==> src/rtl/vending_machine_param.sv <==
// Parameterised vending controller: accumulates coin credit up to a ceiling,
// vends a selected item, returns change, and refunds on cancel.
module vending_machine_param #(
  parameter int                       W          = 8,
  parameter int                       N_ITEMS    = 4,
  parameter logic [N_ITEMS*W-1:0]     PRICES     = {8'd100, 8'd75, 8'd50, 8'd25},
  parameter logic [4*W-1:0]           COIN_VAL   = {8'd100, 8'd25, 8'd10, 8'd5},
  parameter logic [W-1:0]             MAX_CREDIT = 8'd200,
  localparam int                      SEL_W      = $clog2(N_ITEMS)
) (
  input  logic               clk,
  input  logic               rst,
  input  logic               coin_valid,
  input  logic [1:0]         coin_type,
  input  logic               sel_valid,
  input  logic [SEL_W-1:0]   sel,
  input  logic               cancel,
  input  logic [N_ITEMS-1:0] stock_empty,
  output logic               dispense,
  output logic [SEL_W-1:0]   dispense_id,
  output logic               change_valid,
  output logic [W-1:0]       change_amt,
  output logic               coin_reject,
  output logic               sel_err,
  output logic [W-1:0]       credit,
  output logic               busy
);

  typedef enum logic [1:0] {IDLE, CREDIT, VEND, CHANGE} state_t;

  state_t             state_q, state_d;
  logic [W-1:0]       credit_q, credit_d;
  logic               dispense_q, dispense_d;
  logic [SEL_W-1:0]   id_q, id_d;
  logic               chg_vld_q, chg_vld_d;
  logic [W-1:0]       chg_amt_q, chg_amt_d;
  logic               rej_q, rej_d;
  logic               err_q, err_d;
  logic               busy_q, busy_d;

  logic [W-1:0]       coin_amt;
  logic [W-1:0]       price;
  logic               sel_hit;
  logic               sel_empty;

  // Widened sum so that an over-ceiling insertion can never wrap back into range.
  function automatic logic fits_credit(input logic [W-1:0] cur, input logic [W-1:0] add);
    logic [W:0] sum;
    sum = {1'b0, cur} + {1'b0, add};
    return sum <= {1'b0, MAX_CREDIT};
  endfunction

  always_comb begin
    coin_amt  = '0;
    price     = '0;
    sel_hit   = 1'b0;
    sel_empty = 1'b0;
    for (int k = 0; k < 4; k++)
      if (coin_type == 2'(k)) coin_amt = COIN_VAL[k*W +: W];
    for (int i = 0; i < N_ITEMS; i++)
      if (sel == SEL_W'(i)) begin
        sel_hit   = 1'b1;
        price     = PRICES[i*W +: W];
        sel_empty = stock_empty[i];
      end
  end

  always_comb begin
    state_d    = state_q;
    credit_d   = credit_q;
    dispense_d = 1'b0;
    id_d       = id_q;
    chg_vld_d  = 1'b0;
    chg_amt_d  = '0;
    rej_d      = 1'b0;
    err_d      = 1'b0;
    busy_d     = 1'b0;
    unique case (state_q)
      IDLE, CREDIT: begin
        if (cancel && state_q == CREDIT) begin
          state_d   = IDLE;
          chg_vld_d = 1'b1;
          chg_amt_d = credit_q;
          credit_d  = '0;
          rej_d     = coin_valid;
        end else if (sel_valid) begin
          rej_d = coin_valid;
          if (!sel_hit || sel_empty || credit_q < price) begin
            err_d = 1'b1;
          end else begin
            state_d    = VEND;
            dispense_d = 1'b1;
            id_d       = sel;
            busy_d     = 1'b1;
            credit_d   = credit_q - price;
          end
        end else if (coin_valid) begin
          if (fits_credit(credit_q, coin_amt)) begin
            credit_d = credit_q + coin_amt;
            state_d  = CREDIT;
          end else begin
            rej_d = 1'b1;
          end
        end
      end
      VEND: begin
        // Change pulse is launched here so it is visible during the CHANGE cycle.
        state_d  = CHANGE;
        busy_d   = 1'b1;
        rej_d    = coin_valid;
        credit_d = '0;
        if (credit_q != '0) begin
          chg_vld_d = 1'b1;
          chg_amt_d = credit_q;
        end
      end
      CHANGE: begin
        state_d  = IDLE;
        rej_d    = coin_valid;
        credit_d = '0;
      end
      default: state_d = IDLE;
    endcase
  end

  always_ff @(posedge clk or negedge rst) begin
    if (!rst) begin
      state_q    <= IDLE;
      credit_q   <= '0;
      dispense_q <= 1'b0;
      id_q       <= '0;
      chg_vld_q  <= 1'b0;
      chg_amt_q  <= '0;
      rej_q      <= 1'b0;
      err_q      <= 1'b0;
      busy_q     <= 1'b0;
    end else begin
      state_q    <= state_d;
      credit_q   <= credit_d;
      dispense_q <= dispense_d;
      id_q       <= id_d;
      chg_vld_q  <= chg_vld_d;
      chg_amt_q  <= chg_amt_d;
      rej_q      <= rej_d;
      err_q      <= err_d;
      busy_q     <= busy_d;
    end
  end

  assign dispense     = dispense_q;
  assign dispense_id  = id_q;
  assign change_valid = chg_vld_q;
  assign change_amt   = chg_amt_q;
  assign coin_reject  = rej_q;
  assign sel_err      = err_q;
  assign credit       = credit_q;
  assign busy         = busy_q;

endmodule

==> config.mk <==
export PLATFORM = sky130hd
export DESIGN_NAME = vending_machine_param
export DESIGN_NICKNAME = d
export VERILOG_FILES = /design/src/rtl/vending_machine_param.sv
export SDC_FILE = /design/constraint.sdc
export NUM_CORES = 1
export LEC_CHECK = 0
export BUFFER_PORTS_ARGS = -buffer_cell sky130_fd_sc_hd__buf_2
export CAP_MARGIN = 20
export CORE_AREA = 10 10 82 84
export CTS_CLUSTER_SIZE = 25
export DETAILED_ROUTE_END_ITERATION = 10
export DIE_AREA = 0 0 92 94
export PLACE_DENSITY_LB_ADDON = 0.25
export SETUP_SLACK_MARGIN = 0.3
export SLEW_MARGIN = 40
export SYNTH_ARGS = -nofsm -noshare
export SYNTH_HDL_FRONTEND = slang
export SYNTH_SLANG_ARGS = --single-unit
==> constraint.sdc <==
create_clock -name clk -period 7.44 [get_ports clk]
set_input_delay 1.116 -clock clk [delete_from_list [all_inputs] [get_ports clk]]
set_output_delay 1.116 -clock clk [all_outputs]
set_load 0.005 [all_outputs]
==> flow_summary.json <==
{
  "status": "finished, final reports clean",
  "root_buffer": "clkbuf_8",
  "synth_cell_types": 47,
  "synthesis.nets": 246,
  "cts-htree-levels": 1,
  "postCtsSetupBuffers": 0,
  "synth_area_leaders": "dfrtp_1 32%, ha_1 14%, nand2_1 4.1%",
  "wl_met3_um": 201,
  "whs_ns": 0.5083,
  "cts_resized": 0,
  "cts_hold_buf": 0,
  "hold_depth": 1,
  "slew_viol_final": 0,
  "crit_fanout": 17,
  "muxShareOfSynthArea_pct": 2.729,
  "clk_pin_slew_ns": 0.10,
  "p_seq_share_pct": 31.0,
  "synth-seq-cells": 25,
  "grtUsageTotal_pct": 10.52,
  "chipWidth_um": 92,
  "fmax_mhz": 269.1,
  "synth.yosys.seq_area_share_pct": 32.49,
  "pwr-share-clk_pct": 10.5,
  "top_layer": "met4",
  "switching_power_mw": 0.3669,
  "insertion_delay_ns": 0.28,
  "yosys.area.top_type": "dfrtp_1",
  "grt_overflow": 0,
  "p_int_mw": 0.4376,
  "finalInstanceArea_mm2": 0.002190,
  "instances_no_fill": 312,
  "end_kind": "flip-flop",
  "postRouteAntennaNets": 0,
  "cts_buffers": 3,
  "dpl_cell_area_mm2": 0.002141,
  "die_area_mm2": 0.008648,
  "worstPathRequired_ns": 7.62,
  "p_leak_nw": 1.104,
  "syn_inst": 210,
  "peakVddDrop_v": 0.00009624,
  "drt-initial-drc-count": 114,
  "synth_compound_area_share_pct": 21.31,
  "worstMarginPinSlew_ns": 0.5723,
  "wl_per_cell_um": 14.58,
  "routed_wl_um": 4549,
  "drt_pass1_iterations": 4,
  "cts_sinks": 25,
  "path_class": "input port to flip-flop",
  "hold_class": "flip-flop to flip-flop",
  "fin_crit_sh_pct": 49.95,
  "dpl.hpwl_um": 3565,
  "drive_gt1_share_pct": 21.90,
  "portBuffers": 35,
  "netSwitchingFraction_pct": 45.61,
  "clock-skew-final_ns": 0.006432,
  "relSlewSlack_pct": 61.44,
  "arrival_ns": 3.89,
  "synth_top_family_by_area": "compound AO/OA/AOI/OAI gates",
  "vias": 1555,
  "drt-met1-wl_um": 2045,
  "synthSimpleGateAreaFrac_pct": 17.61,
  "avgSynthCellArea_um2": 9.170,
  "dr_wl_met2_um": 2270,
  "hold_violations": 0,
  "gp_routability_congestion": 0.8009,
  "grt_max_degree": 26,
  "p_per_area_mw_per_mm2": 367.4,
  "synth_top_cell_area_share_pct": 32.49,
  "clockBufferDepth": 2,
  "io_pins": 36,
  "combPwrFrac_pct": 58.5,
  "cts_tree": "yes",
  "ys.warnings.count": 0,
  "dp_cells": 308,
  "period_needed_ns": 3.716,
  "core_mm2": 0.005075,
  "area_growth_pct": 13.71,
  "syn_area_mm2": 0.001926,
  "die_h_um": 94,
  "start_util_pct": 37.94,
  "rows": 26,
  "setup_viol": 0,
  "synth-xor-area-share_pct": 4.548,
  "antenna_found_initial": 0,
  "grt_pass1_vias": 1544,
  "drc": 0,
  "layout.nets": 279,
  "diodes": 0,
  "grt_pass1_wl_um": 7486,
  "synth_fa_ha_area_share_pct": 15.72,
  "finalPower_mw": 0.8045,
  "maxCapViolations": 0,
  "avgViaCountPerCell": 4.984,
  "cp-start-kind": "input port",
  "rr_worst_depth": 10,
  "tns_ns": 0,
  "rsz0062_at_grt": "false"
}
==> metal layers <==
layer / global-route usage (%) / vias to the layer above
met4: 2.571 / 0
met2: 18.35 / 26
met5: 0 / -
li1: - / 794
met1: 12.42 / 730
met3: 2.958 / 5
==> registers in the layout, summed over array words and instances, names as in the netlist <==
name / flops
busy: 1
credit: 8
dispense: 1
change_valid: 1
change_amt: 8
sel_err: 1
state_q: 2
coin_reject: 1
dispense_id: 2
==> cells in the final DEF, fill, tap and decap left out, types with 5 or more instances in the layout <==
master and instances:
xnor2_1 5, o21ai_0 14, inv_1 16, a21oi_1 14, ha_1 21, xor2_1 5, nor2_1 17, o31ai_1 5
buf_2 35, nand2_1 21, dfrtp_1 25, and2_1 8
==> final timing paths <==
| path | slack [ns] | to | startpoint |
|---|---|---|---|
| max | 3.72 | credit[5] | sel[0] |
| min | 0.51 | dispense_id[0] | dispense_id[0] |
| max reg2reg | 4.40 | credit[5] | credit[0] |
| min reg2reg | 0.51 | dispense_id[0] | dispense_id[0] |
| max in group asynchronous | 6.24 | busy | rst |
| min in group asynchronous | 0.82 | credit[3] | rst |
==> critical path: stages <==
cell and delay [ns]:
buf_2 0.14, inv_1 0.12, ha_1 0.29, inv_1 0.06, fa_1 0.43, a21oi_1 0.20
o21ai_0 0.20, o21ai_0 0.20, a21oi_1 0.09, a21oi_1 0.28, a21boi_4 0.50, nor2_1 0.07
a22o_1 0.20
==> metrics by stage <==
| stage | setup slack, ns | utilization, % |
|---|---|---|
| 2_1_floorplan | 4.080 | - |
| 3_3_place_gp | 3.482 | 42.18 |
| 3_5_place_dp | 3.479 | 42.18 |
| 4_1_cts | 3.769 | 43.15 |
| 5_1_grt | 3.595 | 43.15 |
| 6_report | 3.724 | 43.15 |
==> kinds of logic after synthesis <==
family	count (synthesis)
adder cells (fa/ha/maj)	23
multiplexers	5
buffers and inverters	23
AND/OR/NAND/NOR	67
flip-flops	25
AO/OA/AOI/OAI	57
XOR/XNOR	10
==> area by class of cell <==
cell class                 count  area, um^2
timing repair buffer          35       175.2
tap                           70       87.58
clock inverter                 1       7.507
inverter                      16       60.06
multi-input combinational    162        1192
fill                         534        2885
clock buffer                   3       41.29
sequential                    25       625.6
==> Yosys cell counts, drive strengths merged <==
library cell / number
dfrtp: 25
ha: 21
nand2: 21
nor2: 17
inv: 16
a21oi: 14
o21ai: 14
and2: 9
o31ai: 8
xnor2: 5
xor2: 5
buf: 4
nor2b: 4
nor3: 4
o211ai: 4
a211oi: 3
clkbuf: 3
mux2i: 3
nand2b: 3
nor4: 3
a211o: 2
a21o: 2
fa: 2
mux2: 2
o21a: 2
or3: 2
a2111o: 1
a21boi: 1
a22o: 1
a2bb2oi: 1
a31oi: 1
and3: 1
nand3b: 1
o211a: 1
o21bai: 1
o22ai: 1
or2: 1
or4: 1
==> power groups by stage <==
stage | Clock, mW | Sequential [mW] | Combinational [mW]
global placement | 0 | 0.252 | 0.469
global route | 0.0953 | 0.258 | 0.531
floorplan | 0 | 0.234 | 0.360
finish | 0.0846 | 0.249 | 0.471
detailed placement | 0 | 0.252 | 0.472
CTS | 0.0874 | 0.249 | 0.476
(Power assumes the default switching activity.)
